<file path="src/rtl/imem_arbiter.sv">
// rtl/imem_arbiter.sv - instruction-memory arbiter between fetch reads and loader writes
//
// Single-port instruction memory shared by the fetch unit (reads) and the
// program loader (writes). A write costs 2 cycles (IDLE, WR) and a read
// costs 3 cycles (IDLE, RD_ISSUE, RD_DATA). Writes win ties by default.
//
// Optional feature: define IMEM_STARVE_GUARD_EN to add a starvation guard.
// After STARVE_MAX consecutive write grants with a fetch waiting, the next
// IDLE decision goes to the fetch.
//
// Ports:
//   clk        clock, rising-edge
//   rst        synchronous active-low reset
//   f_req      fetch request (held with f_addr until f_gnt)
//   f_addr     fetch address
//   f_flush    redirect, cancels the in-flight fetch result
//   f_gnt      pulse: fetch issued to memory
//   f_valid    pulse: f_data holds the fetched word
//   f_data     fetched word, holds its last value between fetches
//   w_req      write request (held with w_addr/w_data until w_gnt)
//   w_addr     write address
//   w_data     write data
//   w_gnt      pulse: write committed to memory
//   mem_en     memory enable
//   mem_we     memory write enable
//   mem_addr   memory address
//   mem_wdata  memory write data (0 when not writing)
//   mem_rdata  memory read data, valid the cycle after an enabled read
//   busy       high whenever the FSM is not in IDLE

module imem_arbiter #(
  parameter int AW         = 8,
  parameter int DW         = 16,
  parameter int STARVE_MAX = 4
) (
  input  logic          clk,
  input  logic          rst,
  input  logic          f_req,
  input  logic [AW-1:0] f_addr,
  input  logic          f_flush,
  output logic          f_gnt,
  output logic          f_valid,
  output logic [DW-1:0] f_data,
  input  logic          w_req,
  input  logic [AW-1:0] w_addr,
  input  logic [DW-1:0] w_data,
  output logic          w_gnt,
  output logic          mem_en,
  output logic          mem_we,
  output logic [AW-1:0] mem_addr,
  output logic [DW-1:0] mem_wdata,
  input  logic [DW-1:0] mem_rdata,
  output logic          busy
);

  typedef enum logic [1:0] {
    IDLE     = 2'd0,
    RD_ISSUE = 2'd1,
    RD_DATA  = 2'd2,
    WR       = 2'd3
  } state_t;

  state_t        state_q;
  logic          cancel_q;
  logic [AW-1:0] addr_q;
  logic [DW-1:0] wdata_q;
  logic [DW-1:0] f_data_q;
  logic          fetch_first;
  logic          rd_data_live;

`ifdef IMEM_STARVE_GUARD_EN
  logic [3:0] starve_cnt_q;
  logic [3:0] starve_cnt_d;

  // Counts write grants taken while a fetch is waiting. A fetch grant or a
  // dropped fetch request restarts the count.
  always_comb begin
    starve_cnt_d = starve_cnt_q;
    if (!f_req || state_q == RD_ISSUE) begin
      starve_cnt_d = 4'd0;
    end else if (state_q == WR) begin
      starve_cnt_d = starve_cnt_q + 4'd1;
    end
  end

  always_ff @(posedge clk) begin
    if (!rst) begin
      starve_cnt_q <= 4'd0;
    end else begin
      starve_cnt_q <= starve_cnt_d;
    end
  end

  assign fetch_first = f_req && (starve_cnt_q == 4'(STARVE_MAX));
`else
  assign fetch_first = 1'b0;
`endif

  // Arbitration FSM. Addresses and data are latched on the IDLE decision so
  // that the memory-facing outputs depend only on registered values.
  always_ff @(posedge clk) begin
    if (!rst) begin
      state_q  <= IDLE;
      cancel_q <= 1'b0;
      addr_q   <= '0;
      wdata_q  <= '0;
      f_data_q <= '0;
    end else begin
      case (state_q)
        IDLE: begin
          cancel_q <= 1'b0;
          if (w_req && !fetch_first) begin
            addr_q  <= w_addr;
            wdata_q <= w_data;
            state_q <= WR;
          end else if (f_req) begin
            addr_q  <= f_addr;
            state_q <= RD_ISSUE;
          end
        end
        WR: begin
          state_q <= IDLE;
        end
        RD_ISSUE: begin
          if (f_flush) begin
            cancel_q <= 1'b1;
          end
          state_q <= RD_DATA;
        end
        RD_DATA: begin
          if (!cancel_q && !f_flush) begin
            f_data_q <= mem_rdata;
          end
          cancel_q <= 1'b0;
          state_q  <= IDLE;
        end
        default: begin
          state_q <= IDLE;
        end
      endcase
    end
  end

  // A flush arriving in RD_DATA itself must still suppress the result, so the
  // live flush input joins the registered cancel flag here.
  assign rd_data_live = rst && (state_q == RD_DATA) && !cancel_q && !f_flush;

  // Every strobe is gated by rst so an access coinciding with reset issues nothing.
  assign f_gnt     = rst && (state_q == RD_ISSUE);
  assign w_gnt     = rst && (state_q == WR);
  assign mem_en    = rst && ((state_q == RD_ISSUE) || (state_q == WR));
  assign mem_we    = rst && (state_q == WR);
  assign busy      = rst && (state_q != IDLE);
  assign f_valid   = rd_data_live;
  assign f_data    = rd_data_live ? mem_rdata : f_data_q;
  assign mem_addr  = mem_en ? addr_q : '0;
  assign mem_wdata = mem_we ? wdata_q : '0;

endmodule

</file>
<file path="config.mk">
export PLATFORM = sky130hd
export DESIGN_NAME = imem_arbiter
export DESIGN_NICKNAME = d
export VERILOG_FILES = /design/src/rtl/imem_arbiter.sv
export SDC_FILE = /design/constraint.sdc
export NUM_CORES = 1
export LEC_CHECK = 0
export BUFFER_PORTS_ARGS = -buffer_cell sky130_fd_sc_hd__buf_2
export CAP_MARGIN = 20
export CELL_PAD_IN_SITES_DETAIL_PLACEMENT = 0
export CELL_PAD_IN_SITES_GLOBAL_PLACEMENT = 1
export CORE_MARGIN = 2
export CORE_UTILIZATION = 36
export DETAILED_ROUTE_END_ITERATION = 10
export PLACE_DENSITY = 0.93
export SYNTH_ARGS = -nofsm -noshare
export SYNTH_HDL_FRONTEND = slang
export SYNTH_SLANG_ARGS = --single-unit
</file>
<file path="constraint.sdc">
create_clock -name clk -period 4.2 [get_ports clk]
set_clock_uncertainty 0.2 [all_clocks]
set_input_delay 1.05 -clock clk [delete_from_list [all_inputs] [get_ports clk]]
set_output_delay 1.05 -clock clk [all_outputs]
set_load 0.05 [all_outputs]
</file>
==> results_dict.tcl <==
set metrics [dict create \
    setup_violations 0 \
    drt-initial-drc-count 52 \
    cts_setup_buffers 0 \
    portBuffers 98 \
    power_leakage_nw 1.420 \
    clock_power_share_pct 34.4 \
    ys_warn_count 0 \
    totalWireLength_mm 4.578 \
    syn-num-nets 262 \
    io_pins 99 \
    post_cts_resized 0 \
    cp.arrival_ns 2.46 \
    powerDensity_nw_per_um2 360.4 \
    synthArstFlopShare_pct 0 \
    avgSynthCellArea_um2 9.812 \
    hpwl_mm 3.354 \
    drv_cap 0 \
    fp-row-count 27 \
    yosysTopAreaCellShare_pct 41.98 \
    synthTopCellsByCount "dfxtp_1, nand2_1, and2_1, a22o_1, mux2_2" \
    dr.pass1.iters 4 \
    die_h_um 79.48 \
    cts_tree "built" \
    synth_area_leaders "dfxtp_1, mux2_2, a22o_1" \
    fmax_mhz 269.4 \
    period_minus_slack_ns 3.712 \
    dp_cells 365 \
    tns_ns 0 \
    coreArea_um2 5507 \
    antenna_left 0 \
    die_w_um 79.48 \
    nets 354 \
    cts_buffers 5 \
    synth.distinct_cells 26 \
    crit_type "in2out" \
    power_frac_comb_pct 18.4 \
    htreeDepth 2 \
    synth_ff_type "dfxtp_1" \
    sw_frac_of_total_pct 27.18 \
    start_util_pct 37.24 \
    clk_latency_ns 0.29 \
    cts.sinks 43 \
    cts.path.max_buffers 2 \
    diodes 0 \
    wire_per_inst_um 12.24 \
    dieArea_um2 6316 \
    yosysTopAreaCell "dfxtp_1" \
    hold_buffers 0 \
    ir_drop_uv 126.8 \
    crit_path_end_kind "primary output" \
    internal-power_uw 694.5 \
    postSynthCellCount 209 \
    rrSetupSlack_ns 2.27 \
    power.switching_uw 259.2 \
    tightestPinTransition_ns 0.9749 \
    grt_pass1_wl_mm 7.286 \
    gr-total-overflow 0 \
    clk_pin_slew_ns 0.08 \
    place_congestion 0.7587 \
    slew_headroom_pct 34.73 \
    fin_hold_ws_ns 0.2532 \
    ys_seq_elements 43 \
    seq_area_frac_synth_pct 41.98 \
    grt_max_degree 31 \
    viasPerCell 4.717 \
    rsz0062_at_grt "no" \
    grt_pass1_vias 1576 \
    syn_to_final_growth_pct 29.04 \
    required_ns 2.95 \
    p_seq_share_pct 47.2 \
    yosysMostFrequentCell "dfxtp_1" \
    stdcell_count 374 \
    final_layout_size_suffix_gt1_share_pct 44.04 \
    timing.final.crit_share_pct 88.38 \
    cts_root_buf "clkbuf_8" \
    startpoint_type "input pin" \
    antenna_found_initial 0 \
    synth-edff-count 0 \
    critical_path_peak_fanout 30 \
    timing.final.hold_violations 0 \
    syn-cell-area_um2 2051 \
    status "completed" \
    drc 0 \
    slew_violations 0 \
    hold_class "reg2reg" \
    track_usage_pct 14.43 \
    vias 1764 \
]
power groups by stage:
stage               Sequential (mW)  Combinational [mW]  Clock, mW
finish                        0.450               0.175      0.329
global route                  0.454               0.191      0.360
CTS                           0.450               0.176      0.339
detailed placement            0.459               0.175          0
global placement              0.458               0.173          0
floorplan                     0.453               0.134          0
cells by family (layout without fill, tap and decap cells):
group	Yosys count	in the layout	synth area share [%]
flip-flops	43	43	41.98
multiplexers	24	24	12.69
buffers and inverters	22	115	7.931
AND/OR/NAND/NOR	78	78	20.07
AO/OA/AOI/OAI	42	42	17.33
cell type report:
cell class,instances,area [µm²]
fillers,555,2860
clock buffers,6,82.58
repair buffers,105,543.0
multi-input cells,144,1027
flip-flops and latches,43,860.8
inverters,2,7.507
clock inverters,2,35.03
well taps,72,90.09
layer usage:
layer,part of all wire (%),wire (µm),GRT usage (%),vias up
li1,-,-,-,909
met1,46,2093,18.35,785
met2,46,2126,23.70,60
met3,6.0,276,3.167,10
met4,1.8,82,5.690,0
met5,0,0,0,-
placed cells by master, fill, tap and decap left out, types with 2 or more instances in the layout:
cell and n:
buf_2 98, dfxtp_1 43, nand2_1 33, and2_1 18
mux2_2 16, a22o_1 16, a21boi_0 15, and3_1 9
o211a_1 9, mux2i_1 8, nand3_1 8, buf_4 7
clkbuf_8 6, nor2_1 4, inv_1 2, nor2b_1 2
flip-flops by register name, summed over array words and instances, names as in the netlist:
signal,flops
addr_q,8
cancel_q,1
f_data_q,16
state_q,2
wdata_q,16
worst max-delay path, stage by stage:
cell	delay, ns
buf_2	0.12
nor4b_4	0.22
and2_1	0.16
buf_4	0.31
mux2_2	0.37
buf_2	0.21
final timing paths:
path	startpoint	endpoint	cells past startpoint
min reg2reg	wdata_q[6]	wdata_q[6]	2
max reg2reg	state_q[0]	wdata_q[10]	3
min	wdata_q[6]	wdata_q[6]	2
max	f_flush	f_data[13]	6
metrics by stage:
stage                     instance area (µm²)  setup slack [ns]  total power [mW]  utilization (%)
after detailed placement                 2521            0.4981            0.6349            45.79
after floorplan                          2051            0.5948            0.5876                -
final                                    2646            0.4880            0.9538            48.06
after CTS                                2639            0.4913            0.9652            47.92
after global routing                     2646            0.3615             1.005            48.06
after global placement                   2521            0.5179            0.6310            45.79
(Power assumes the default switching activity.)
